--- src/rtl/mux_pkg.sv ---
// Shared types and constants for the multiplexer feed path.
package mux_pkg;

    typedef enum logic {
        ST_IDLE = 1'b0,
        ST_HOLD = 1'b1
    } arb_state_e;

    localparam logic SEL_A = 1'b0;
    localparam logic SEL_B = 1'b1;

    localparam int DEF_WIDTH = 8;
    localparam int HOLD_W    = 4;

endpackage

--- src/rtl/mux_in_slot.sv ---
// One-entry holding slot: captures on handshake, frees on release.
module mux_in_slot
    import mux_pkg::*;
#(
    parameter int WIDTH = DEF_WIDTH
) (
    input  logic             clk,
    input  logic             rst_n,
    input  logic             in_valid,
    input  logic [WIDTH-1:0] in_data,
    output logic             in_ready,
    input  logic             rel_i,
    output logic             full_o,
    output logic [WIDTH-1:0] data_o
);

    logic             full_q, full_d;
    logic [WIDTH-1:0] data_q, data_d;

    assign in_ready = ~full_q;
    assign full_o   = full_q;
    assign data_o   = data_q;

    // Release only happens while full and capture only while empty,
    // so the two never coincide. Data is kept after release.
    always_comb begin
        full_d = full_q;
        data_d = data_q;
        if (rel_i) begin
            full_d = 1'b0;
        end
        if (in_valid && !full_q) begin
            full_d = 1'b1;
            data_d = in_data;
        end
    end

    always_ff @(posedge clk or negedge rst_n) begin
        if (!rst_n) begin
            full_q <= 1'b0;
            data_q <= '0;
        end else begin
            full_q <= full_d;
            data_q <= data_d;
        end
    end

endmodule

--- src/rtl/mux_feed_arbiter.sv ---
// Round-robin feeder for the two-input multiplexer with a held select
// and an x_valid/x_src flag aligned to the registered mux output.
module mux_feed_arbiter
    import mux_pkg::*;
#(
    parameter int WIDTH       = DEF_WIDTH,
    parameter int HOLD_CYCLES = 1
) (
    input  logic             sysclk,
    input  logic             rst_n,
    input  logic             a_valid,
    input  logic [WIDTH-1:0] a_data,
    output logic             a_ready,
    input  logic             b_valid,
    input  logic [WIDTH-1:0] b_data,
    output logic             b_ready,
    output logic [WIDTH-1:0] a,
    output logic [WIDTH-1:0] b,
    output logic             sel,
    output logic             x_valid,
    output logic             x_src
);

    localparam logic [HOLD_W-1:0] CNT_INIT = HOLD_W'(HOLD_CYCLES - 1);

    arb_state_e        state_q, state_d;
    logic [HOLD_W-1:0] cnt_q, cnt_d;
    logic              sel_q, sel_d;
    logic              last_q, last_d;
    logic              xv_q, xv_d;
    logic              xs_q, xs_d;
    logic              a_full, b_full;
    logic              rel_a, rel_b;
    logic              grant_ch;

    mux_in_slot #(.WIDTH(WIDTH)) u_slot_a (
        .clk      (sysclk),
        .rst_n    (rst_n),
        .in_valid (a_valid),
        .in_data  (a_data),
        .in_ready (a_ready),
        .rel_i    (rel_a),
        .full_o   (a_full),
        .data_o   (a)
    );

    mux_in_slot #(.WIDTH(WIDTH)) u_slot_b (
        .clk      (sysclk),
        .rst_n    (rst_n),
        .in_valid (b_valid),
        .in_data  (b_data),
        .in_ready (b_ready),
        .rel_i    (rel_b),
        .full_o   (b_full),
        .data_o   (b)
    );

    // On a tie the channel not served last wins.
    assign grant_ch = (a_full && b_full) ? ~last_q :
                      (b_full ? SEL_B : SEL_A);

    always_comb begin
        state_d = state_q;
        cnt_d   = cnt_q;
        sel_d   = sel_q;
        last_d  = last_q;
        xv_d    = 1'b0;
        xs_d    = xs_q;
        rel_a   = 1'b0;
        rel_b   = 1'b0;
        unique case (state_q)
            ST_IDLE: begin
                if (a_full || b_full) begin
                    sel_d   = grant_ch;
                    cnt_d   = CNT_INIT;
                    state_d = ST_HOLD;
                end
            end
            ST_HOLD: begin
                if (cnt_q != '0) begin
                    cnt_d = cnt_q - HOLD_W'(1);
                end else begin
                    rel_a   = (sel_q == SEL_A);
                    rel_b   = (sel_q == SEL_B);
                    last_d  = sel_q;
                    xv_d    = 1'b1;
                    xs_d    = sel_q;
                    state_d = ST_IDLE;
                end
            end
        endcase
    end

    always_ff @(posedge sysclk or negedge rst_n) begin
        if (!rst_n) begin
            state_q <= ST_IDLE;
            cnt_q   <= '0;
            sel_q   <= SEL_A;
            last_q  <= SEL_B;
            xv_q    <= 1'b0;
            xs_q    <= 1'b0;
        end else begin
            state_q <= state_d;
            cnt_q   <= cnt_d;
            sel_q   <= sel_d;
            last_q  <= last_d;
            xv_q    <= xv_d;
            xs_q    <= xs_d;
        end
    end

    assign sel     = sel_q;
    assign x_valid = xv_q;
    assign x_src   = xs_q;

endmodule
--- config.mk ---
export PLATFORM = sky130hd
export DESIGN_NAME = mux_feed_arbiter
export DESIGN_NICKNAME = d
export VERILOG_FILES = /design/src/rtl/mux_pkg.sv /design/src/rtl/mux_in_slot.sv /design/src/rtl/mux_feed_arbiter.sv
export SDC_FILE = /design/constraint.sdc
export NUM_CORES = 1
export LEC_CHECK = 0
export CAP_MARGIN = 40
export CELL_PAD_IN_SITES_DETAIL_PLACEMENT = 1
export CELL_PAD_IN_SITES_GLOBAL_PLACEMENT = 1
export CORE_MARGIN = 2
export CORE_UTILIZATION = 33
export CTS_CLUSTER_DIAMETER = 100
export DETAILED_ROUTE_END_ITERATION = 8
export PLACE_DENSITY_LB_ADDON = 0.3
export SETUP_SLACK_MARGIN = 0.2
export SYNTH_ARGS = -nofsm -noshare
export SYNTH_HDL_FRONTEND = slang
export SYNTH_SLANG_ARGS = --single-unit
--- constraint.sdc ---
create_clock -name sysclk -period 1.9 [get_ports sysclk]
set_input_delay 0.38 -clock sysclk [delete_from_list [all_inputs] [get_ports sysclk]]
set_output_delay 0.38 -clock sysclk [all_outputs]
set_load 0.01 [all_outputs]
==> results of run 1 <==
==> through the flow <==
stage	cells	hold WS [ps]	total power (uW)	utilization [%]	cell area [sq um]
after global routing	178	446	2540	52.8	1640
after floorplan	84	84.4	1480	-	1100
after detailed placement	169	481	2120	50.6	1570
final	178	419	2380	52.8	1640
after CTS	175	425	2390	52.0	1610
after global placement	169	451	2080	50.6	1570
==> cell type report <==
cell class | instances | area, sq um
well taps | 44 | 55.1
flip-flops and latches | 27 | 677
repair buffers | 49 | 465
multi-input cells | 49 | 395
clock buffers | 4 | 26.3
fillers | 356 | 1470
inverters | 5 | 18.8
==> cell families (layout without fill, tap and decap cells) <==
kind of cell / Yosys count / after routing / share of synthesized area (%)
compound gates: 4 / 4 / 2.51
flops: 27 / 27 / 61.6
simple gates: 24 / 24 / 11.6
buf+inv: 8 / 58 / 2.85
mux: 20 / 20 / 20.3
fa+ha+maj: 1 / 1 / 1.14
==> cells in the final DEF (no fill, tap or decap) <==
cell type,netlist,final
or3b_4,0,1
nor3_1,2,2
nand2_1,8,8
dlygate4sd2_1,0,2
nand4b_1,1,1
clkdlybuf4s50_1,0,38
ha_2,0,1
clkbuf_1,2,1
clkbuf_4,0,3
dfstp_2,1,1
nand4bb_1,1,1
inv_1,5,5
a21o_1,1,1
mux2_2,17,17
nor2b_1,2,2
nor2_1,4,4
dfrtp_1,26,26
mux2_1,1,1
o32a_1,1,1
mux2i_1,2,2
nand3b_1,2,2
buf_4,0,9
nand2b_1,1,1
nand3_1,2,2
o21ai_0,2,2
==> power by group through the flow <==
stage               logic, uW  registers [uW]  clock network, uW
floorplan                 406            1070                  0
global placement         1060            1020                  0
finish                   1140            1000                238
detailed placement       1090            1040                  0
global route             1230            1040                277
CTS                      1130            1010                251
==> how the worst max path moves through the flow <==
stage | slack [ps] | endpoint | start
final | 250 | cnt_q[1]$_DFFE_PN0P_ | cnt_q[0]$_DFFE_PN0P_
after global placement | 280 | u_slot_b.data_o[7]$_DFFE_PN0P_ | b_valid
after global routing | 160 | cnt_q[1]$_DFFE_PN0P_ | cnt_q[0]$_DFFE_PN0P_
after floorplan | 400 | cnt_q[1]$_DFFE_PN0P_ | cnt_q[0]$_DFFE_PN0P_
after CTS | 220 | cnt_q[1]$_DFFE_PN0P_ | cnt_q[0]$_DFFE_PN0P_
after detailed placement | 230 | cnt_q[1]$_DFFE_PN0P_ | cnt_q[0]$_DFFE_PN0P_
==> per-layer routing <==
layer | vias up | part of all wire (%) | GRT usage [%] | wire length, um
li1 | 384 | - | - | -
met1 | 409 | 41 | 18.9 | 1020
met2 | 22 | 52 | 25.7 | 1290
met3 | 2 | 5.6 | 3.73 | 138
met4 | 0 | 0.77 | 3.65 | 19
met5 | - | 0 | 0 | 0
==> repair_timing <==
action / in CTS / in global routing
gates resized for setup: 3 / 1
setup endpoints to repair: 3 / 2
hold buffers: 0 / 0
buffers inserted: 2 / 3
==> summary.txt, run 1 <==
Run status
  • Status: completed

STA
  • Setup TNS: 0 ps
  • Max-slew headroom: 76.8%
  • Setup slack after layout: 251 ps
  • Final Max Slew Viols: 0
  • Setup Skew: 2.54 ps
  • Worst Max-Slew Pin Slew: 348 ps
  • Endpoints failing setup: 0
  • Minimum clock period: 1650 ps
  • Final Hold Fails: 0
  • Max Clk Rate: 606 MHz
  • Final worst-path cycle share: 86.8%
  • RSZ-0062 raised after global routing: yes

Synth
  • Cell taking the most area after synthesis: dfrtp_1
  • Post-synth ARST share: 100%
  • Number of flops mapped to enable cells by yosys: 0
  • Commonest cells in the netlist: dfrtp_1 (26), mux2_2 (17), nand2_1 (8)
  • Top cell type's share of synthesized area: 59.2%
  • Avg Inst Size Synth: 13.1 sq um
  • Primary FF master, synth: dfrtp_1
  • Synth cell types: 22
  • Synthesized area: 0.00110 sq mm
  • Synth area leaders: dfrtp_1 (59%), mux2_2 (17%), nand2_1 (2.7%)
  • Count leader, synth: dfrtp_1
  • Yosys reg bits: 27
  • Synth Net Count: 105
  • Sequential-to-total area share from yosys stat: 61.6%
  • YS warnings: 0
  • Synth Instances: 84

Die
  • Placeable Area: 0.00310 sq mm
  • Die W: 61.7 um
  • Starting Density: 35.4%
  • Die height: 61.7 um
  • Die area: 0.00381 sq mm
  • # rows: 20
  • IO Pins: 41

Power
  • Combinational share of power: 47.9%
  • Sw power: 761 uW
  • Pwr Density: 1450 mW/mm^2
  • Cell internal pwr: 1620 uW
  • Leak: 0.000704 uW
  • Max rail drop VDD: 0.582 mV
  • Flop pwr share: 42.1%
  • Clk pwr share: 10.0%
  • Net Sw Frac: 32.0%

Clock network
  • Clock Tree Root: clkbuf_4
  • Clock-pin slew on the worst setup and hold paths: 140 ps
  • CTS tree: done
  • Skew-Pair Late Insertion Delay: 310 ps
  • Clock Path Buffers: 2
  • H-tree levels: 1
  • Num CTS Buffers: 3
  • CTS Sinks: 27

Global route
  • GRT Total Usage: 14.9%
  • Total congestion overflow: 0
  • First-pass GRT wire length: 4.19 mm
  • Vias in the first global route: 883
  • Pin count of the biggest net entering global routing: 28
  • Antenna violations before repair: 0

Layout
  • Final nets: 156
  • Fraction of layout cells with a size suffix above 1: 23.9%
  • Antenna cells: 0
  • Area growth syn-to-layout: 49.1%

Worst hold path
  • Worst min-delay path class: in -> async

Setup path
  • Worst flop-to-flop path endpoint: cnt_q[1]$_DFFE_PN0P_
  • CP max-delay cell: dfrtp_1
  • Critical Path AT: 1890 ps
  • Worst path max stage delay: 400 ps
  • FF-to-FF Start: cnt_q[0]$_DFFE_PN0P_
  • CP endpoint kind: flop
  • Crit Path Max Fanout: 4
  • Reg2Reg Depth: 5
  • CP Launch Type: flop
  • Crit path depth: 5
  • Req. time, crit path: 2140 ps
  • Worst path bufs/invs: 1
  • CP Cell Sequence: inv_1 -> ha_2 -> or3b_4 -> mux2_1 -> mux2i_1
  • Worst path top cell family by delay: multiplexers
  • Internal reg-to-reg setup slack: 250 ps
  • Crit Path Category: reg -> reg

Placement
  • RD Place Congestion: 0.683
  • Hpwl dp: 1.89 mm
  • Pre-CTS setup slack: 231 ps
  • IO buf count: 40

Routing
  • Via Count: 817
  • Via-per-instance ratio: 4.59
  • 1st-iter DRT viols: 21
  • Drt first pass iters: 4
  • Routed WL: 2.46 mm
  • Wire length per cell: 13.8 um
  • # DRC: 0
  • Detail Route Antenna Nets: 0

Flow run
  • Max-cap violations: 0
(Power assumes the default switching activity.)
==> run 2: changes to the inputs <==
Settings changed: CAP_MARGIN 40 to 10.
==> results of run 2 <==
Final layout, timing and power as in run 1 (identical DEF).
